`src/rtl/restoring_division_pkg.sv`:
```
// Shared definitions for the restoring-division request sequencer: FSM encoding,
// operand/result widths and the divider watchdog limit.
package restoring_division_pkg;

  localparam int DATA_W = 4;
  localparam int REM_W  = 5;
  localparam int WDOG_W = 4;

  localparam logic [WDOG_W-1:0] WDOG_LIMIT = 4'd15;

  typedef enum logic [1:0] {
    IDLE  = 2'd0,
    ISSUE = 2'd1,
    WAIT  = 2'd2,
    RESP  = 2'd3
  } seq_state_t;

endpackage

```
`src/rtl/restoring_division_sequencer.sv`:
```
// Request/response sequencer in front of an external restoring divider, with a done
// watchdog. Define DIV_ZERO_BYPASS_EN to answer divide-by-zero requests locally.
module restoring_division_sequencer
  import restoring_division_pkg::*;
(
  input  logic              clk,
  input  logic              rst,
  input  logic              req_valid,
  output logic              req_ready,
  input  logic [DATA_W-1:0] req_dividend,
  input  logic [DATA_W-1:0] req_divisor,
  output logic              div_start,
  output logic [DATA_W-1:0] div_dividend,
  output logic [DATA_W-1:0] div_divisor,
  input  logic              div_done,
  input  logic [DATA_W-1:0] div_quotient,
  input  logic [REM_W-1:0]  div_remainder,
  output logic              rsp_valid,
  input  logic              rsp_ready,
  output logic [DATA_W-1:0] rsp_quotient,
  output logic [REM_W-1:0]  rsp_remainder,
  output logic              rsp_div_by_zero,
  output logic              rsp_timeout
);

  seq_state_t        state, state_next;
  logic [WDOG_W-1:0] wdog;
  logic              accept, capture, expire, bypass_hit;

`ifdef DIV_ZERO_BYPASS_EN
  assign bypass_hit = (req_divisor == '0);
`else
  assign bypass_hit = 1'b0;
`endif

  assign req_ready = (state == IDLE);
  assign div_start = (state == ISSUE);
  assign rsp_valid = (state == RESP);

  always_ff @(posedge clk) begin
    if (rst) state <= IDLE;
    else     state <= state_next;
  end

  // div_done wins over the watchdog on the last permitted WAIT cycle
  always_comb begin
    state_next = state;
    accept     = 1'b0;
    capture    = 1'b0;
    expire     = 1'b0;
    unique case (state)
      IDLE: begin
        if (req_valid) begin
          accept     = 1'b1;
          state_next = bypass_hit ? RESP : ISSUE;
        end
      end
      ISSUE: state_next = WAIT;
      WAIT: begin
        if (div_done) begin
          capture    = 1'b1;
          state_next = RESP;
        end else if (wdog == WDOG_LIMIT - 4'd1) begin
          expire     = 1'b1;
          state_next = RESP;
        end
      end
      RESP: begin
        if (rsp_ready) state_next = IDLE;
      end
    endcase
  end

  always_ff @(posedge clk) begin
    if (rst) begin
      wdog <= '0;
    end else if (state == ISSUE) begin
      wdog <= '0;
    end else if (state == WAIT && !div_done) begin
      wdog <= wdog + 4'd1;
    end
  end

  always_ff @(posedge clk) begin
    if (rst) begin
      div_dividend  <= '0;
      div_divisor   <= '0;
      rsp_quotient  <= '0;
      rsp_remainder <= '0;
      rsp_timeout   <= 1'b0;
    end else begin
      if (accept) begin
        div_dividend <= req_dividend;
        div_divisor  <= req_divisor;
        rsp_timeout  <= 1'b0;
`ifdef DIV_ZERO_BYPASS_EN
        if (bypass_hit) begin
          rsp_quotient  <= '1;
          rsp_remainder <= {1'b0, req_dividend};
        end
`endif
      end
      if (capture) begin
        rsp_quotient  <= div_quotient;
        rsp_remainder <= div_remainder;
      end
      if (expire) begin
        rsp_quotient  <= '0;
        rsp_remainder <= '0;
        rsp_timeout   <= 1'b1;
      end
    end
  end

`ifdef DIV_ZERO_BYPASS_EN
  always_ff @(posedge clk) begin
    if (rst)         rsp_div_by_zero <= 1'b0;
    else if (accept) rsp_div_by_zero <= bypass_hit;
  end
`else
  assign rsp_div_by_zero = 1'b0;
`endif

endmodule

```
`config.mk`:
```
export PLATFORM = sky130hd
export DESIGN_NAME = restoring_division_sequencer
export DESIGN_NICKNAME = d
export VERILOG_FILES = /design/src/rtl/restoring_division_pkg.sv /design/src/rtl/restoring_division_sequencer.sv
export SDC_FILE = /design/constraint.sdc
export NUM_CORES = 1
export LEC_CHECK = 0
export CAP_MARGIN = 30
export CORE_ASPECT_RATIO = 1.25
export CORE_MARGIN = 4
export CORE_UTILIZATION = 41
export DETAILED_ROUTE_END_ITERATION = 8
export GPL_ROUTABILITY_DRIVEN = 0
export PLACE_DENSITY = 0.85
export SYNTH_ARGS = -nofsm -noshare
export SYNTH_HDL_FRONTEND = slang
export SYNTH_SLANG_ARGS = --single-unit
```
`constraint.sdc`:
```
create_clock -name clk -period 2.18 [get_ports clk]
set_clock_uncertainty 0.2 [all_clocks]
set_input_delay 0.436 -clock clk [delete_from_list [all_inputs] [get_ports clk]]
set_output_delay 0.436 -clock clk [all_outputs]
set_load 0.02 [all_outputs]
```
==> flow_summary.json <==
{
  "die_h_um": 64.2,
  "status": "finished, final reports clean",
  "die_x_um": 52.9,
  "synth-edff-count": 0,
  "ys_seq_area_frac": 0.464,
  "cap_violations": 0,
  "wirelength_um": 2560,
  "ir_drop_mv": 0.653,
  "grt_pass1_wl_um": 4200,
  "timing.hold.ws_ns": 0.263,
  "wire_per_inst_um": 12.7,
  "setup_tns_ns": 0,
  "grt_pass1_vias": 964,
  "placed_cell_area_um2": 1510,
  "ys_warn_count": 0,
  "via_per_inst": 4.90,
  "hold_viol": 0,
  "crit_path_max_fanout": 4,
  "grtUsageTotal": 0.165,
  "clock.fmax_ghz": 0.496,
  "utilization": 0.634,
  "p_comb_frac": 0.436,
  "async_flop_share": 0,
  "sw_frac_of_total": 0.371,
  "ys_types": 24,
  "cp.arrival_ns": 1.38,
  "via_count": 990,
  "synth_area_um2": 1030,
  "slowest_delay_ns": 0.40,
  "cts_inserted_buffers": 3,
  "hold_path.class": "reg2reg",
  "yosysTopAreaCell": "dfxtp_1",
  "yosys.area.top_type_share": 0.464,
  "io_pins": 44,
  "cts.sinks": 24,
  "seq_power_share": 0.398,
  "grt_start_max_net_pins": 14,
  "p_per_area_nw_per_um2": 909,
  "crit_type": "reg2out",
  "final_area_um2": 1540,
  "synth_cells": 123,
  "antenna_cells": 0,
  "post_synth.cell_area_avg_um2": 8.41,
  "die_area_um2": 3400,
  "clock_latency_ns": 0.32,
  "path_buf_inv": 2,
  "endpoint_kind": "primary output",
  "total_leakage_power_nw": 0.581,
  "cp_top_family": "buffers and inverters",
  "p_sw_uw": 519,
  "drtIter0Drc": 23,
  "h-tree-depth": 1,
  "drv_slew": 0,
  "synth_area_leaders": "dfxtp_1 (46%), a21oi_1 (9.7%), nand3_1 (9.2%)",
  "drc_errors": 0,
  "slowest_stage": "dfxtp_1",
  "finalNetCount": 199,
  "clk_path_buf_depth": 2,
  "yosysMostFrequentCell": "dfxtp_1",
  "dr.pass1.iters": 4,
  "cts_root_buf": "clkbuf_4",
  "initial_core_util": 0.426,
  "period_needed_ns": 2.02,
  "fin_ws_ns": 0.165,
  "rsz0062_at_grt": "no",
  "p_int_uw": 879,
  "clkTransAtPathRegs_ns": 0.13,
  "synth-seq-cells": 24,
  "cp_data_required_time_ns": 1.54,
  "hpwl_um": 2030,
  "areaGrowthSynthToFinish_pct": 48.7,
  "netlist_top_cells_count": "dfxtp_1 (24), nand2_1 (22), a21oi_1 (20), nand3_1 (19), ha_1 (7)",
  "rows": 20,
  "postRouteAntennaNets": 0,
  "finalCritPeriodShare": 0.924,
  "core_area_um2": 2430,
  "antenna_found_initial": 0,
  "ys.flop_type": "dfxtp_1",
  "synth_nets": 152,
  "grt.overflow.total": 0,
  "pre_cts_ws_ns": 0.221,
  "p_clk_frac": 0.166,
  "drive_above_1_share": 0.0769,
  "startpoint_type": "register",
  "cts_setup_buffers": 0,
  "cp_cell_sequence": "inv_1, ha_1, dlygate4sd2_1",
  "setup_viol": 0,
  "portBuffers": 42,
  "cts_tree": "built"
}
-- registers in the layout, summed over array words and instances (netlist names) --
signal         cells
rsp_remainder      5
div_divisor        4
state              2
wdog               4
div_dividend       4
rsp_timeout        1
rsp_quotient       4
-- power groups by stage --
stage          combinational, mW  clock (mW)  sequential [mW]
2_1_floorplan              0.322           0            0.615
3_3_place_gp               0.610           0            0.563
3_5_place_dp               0.635           0            0.568
4_1_cts                    0.616       0.240            0.558
5_1_grt                    0.665       0.260            0.569
6_report                   0.609       0.232            0.557
-- worst register-to-register path, cell delays in order (launching register included) --
cell and delay, ns:
dfxtp_1 0.40, inv_1 0.10, ha_1 0.22, buf_4 0.17, a222oi_1 0.47, mux2i_1 0.23
-- cell families after synthesis --
| logic type | count (synthesis) | share of synthesized area |
|---|---|---|
| XOR/XNOR | 1 | 0.00847 |
| flip-flops | 24 | 0.464 |
| AND/OR/NAND/NOR | 52 | 0.235 |
| AO/OA/AOI/OAI | 25 | 0.133 |
| other | 1 | 0.00362 |
| adder cells (fa/ha/maj) | 7 | 0.0846 |
| multiplexers | 2 | 0.0193 |
| buffers and inverters | 11 | 0.0520 |
-- layout by cell type (no fill, tap or decap), types with 3 or more instances in the layout --
cell type	netlist	final
clkbuf_4	0	3
dfxtp_1	24	24
a21oi_1	20	20
buf_4	1	6
nand3_1	19	19
clkdlybuf4s50_1	0	39
inv_1	4	4
nand2b_1	4	4
ha_1	7	7
dlygate4sd2_1	0	3
nand2_1	22	22
-- per-stage QoR --
step                power [mW]  instances
floorplan                0.937        123
global placement          1.17        198
detailed placement        1.20        198
CTS                       1.41        202
global route              1.49        202
finish                    1.40        202
-- worst paths after layout --
kind	start	end	slack [ns]	cells after the start
worst min register to register	rsp_remainder[0]$_SDFFE_PP0P_	rsp_remainder[0]$_SDFFE_PP0P_	0.26	2
worst max-delay path	state[0]$_SDFFE_PP0P_	req_ready	0.16	3
worst max register to register	state[0]$_SDFFE_PP0P_	state[1]$_SDFFE_PP0P_	0.32	5
worst min-delay path	rsp_remainder[0]$_SDFFE_PP0P_	rsp_remainder[0]$_SDFFE_PP0P_	0.26	2
-- cell type report --
class                      count  area, um^2
fill                         237         888
multi-input combinational     88         500
sequential                    24         480
timing repair buffer          48         462
tap                           33        41.3
clock buffer                   4        36.3
inverter                       5        18.8
-- routing by layer --
layer  vias up  GRT usage  routed length, um
met5         -          0                  0
met4         0     0.0863                 57
met3         5     0.0303                125
met2        29      0.290               1400
met1       453      0.181                974
li1        503          -                  -
-- timing repair --
action | CTS | global route
hold buffers | 0 | 0
endpoints found under the setup margin | 3 | 0
gates resized for setup | 3 | 0
Power figures use the tool's default switching activity.
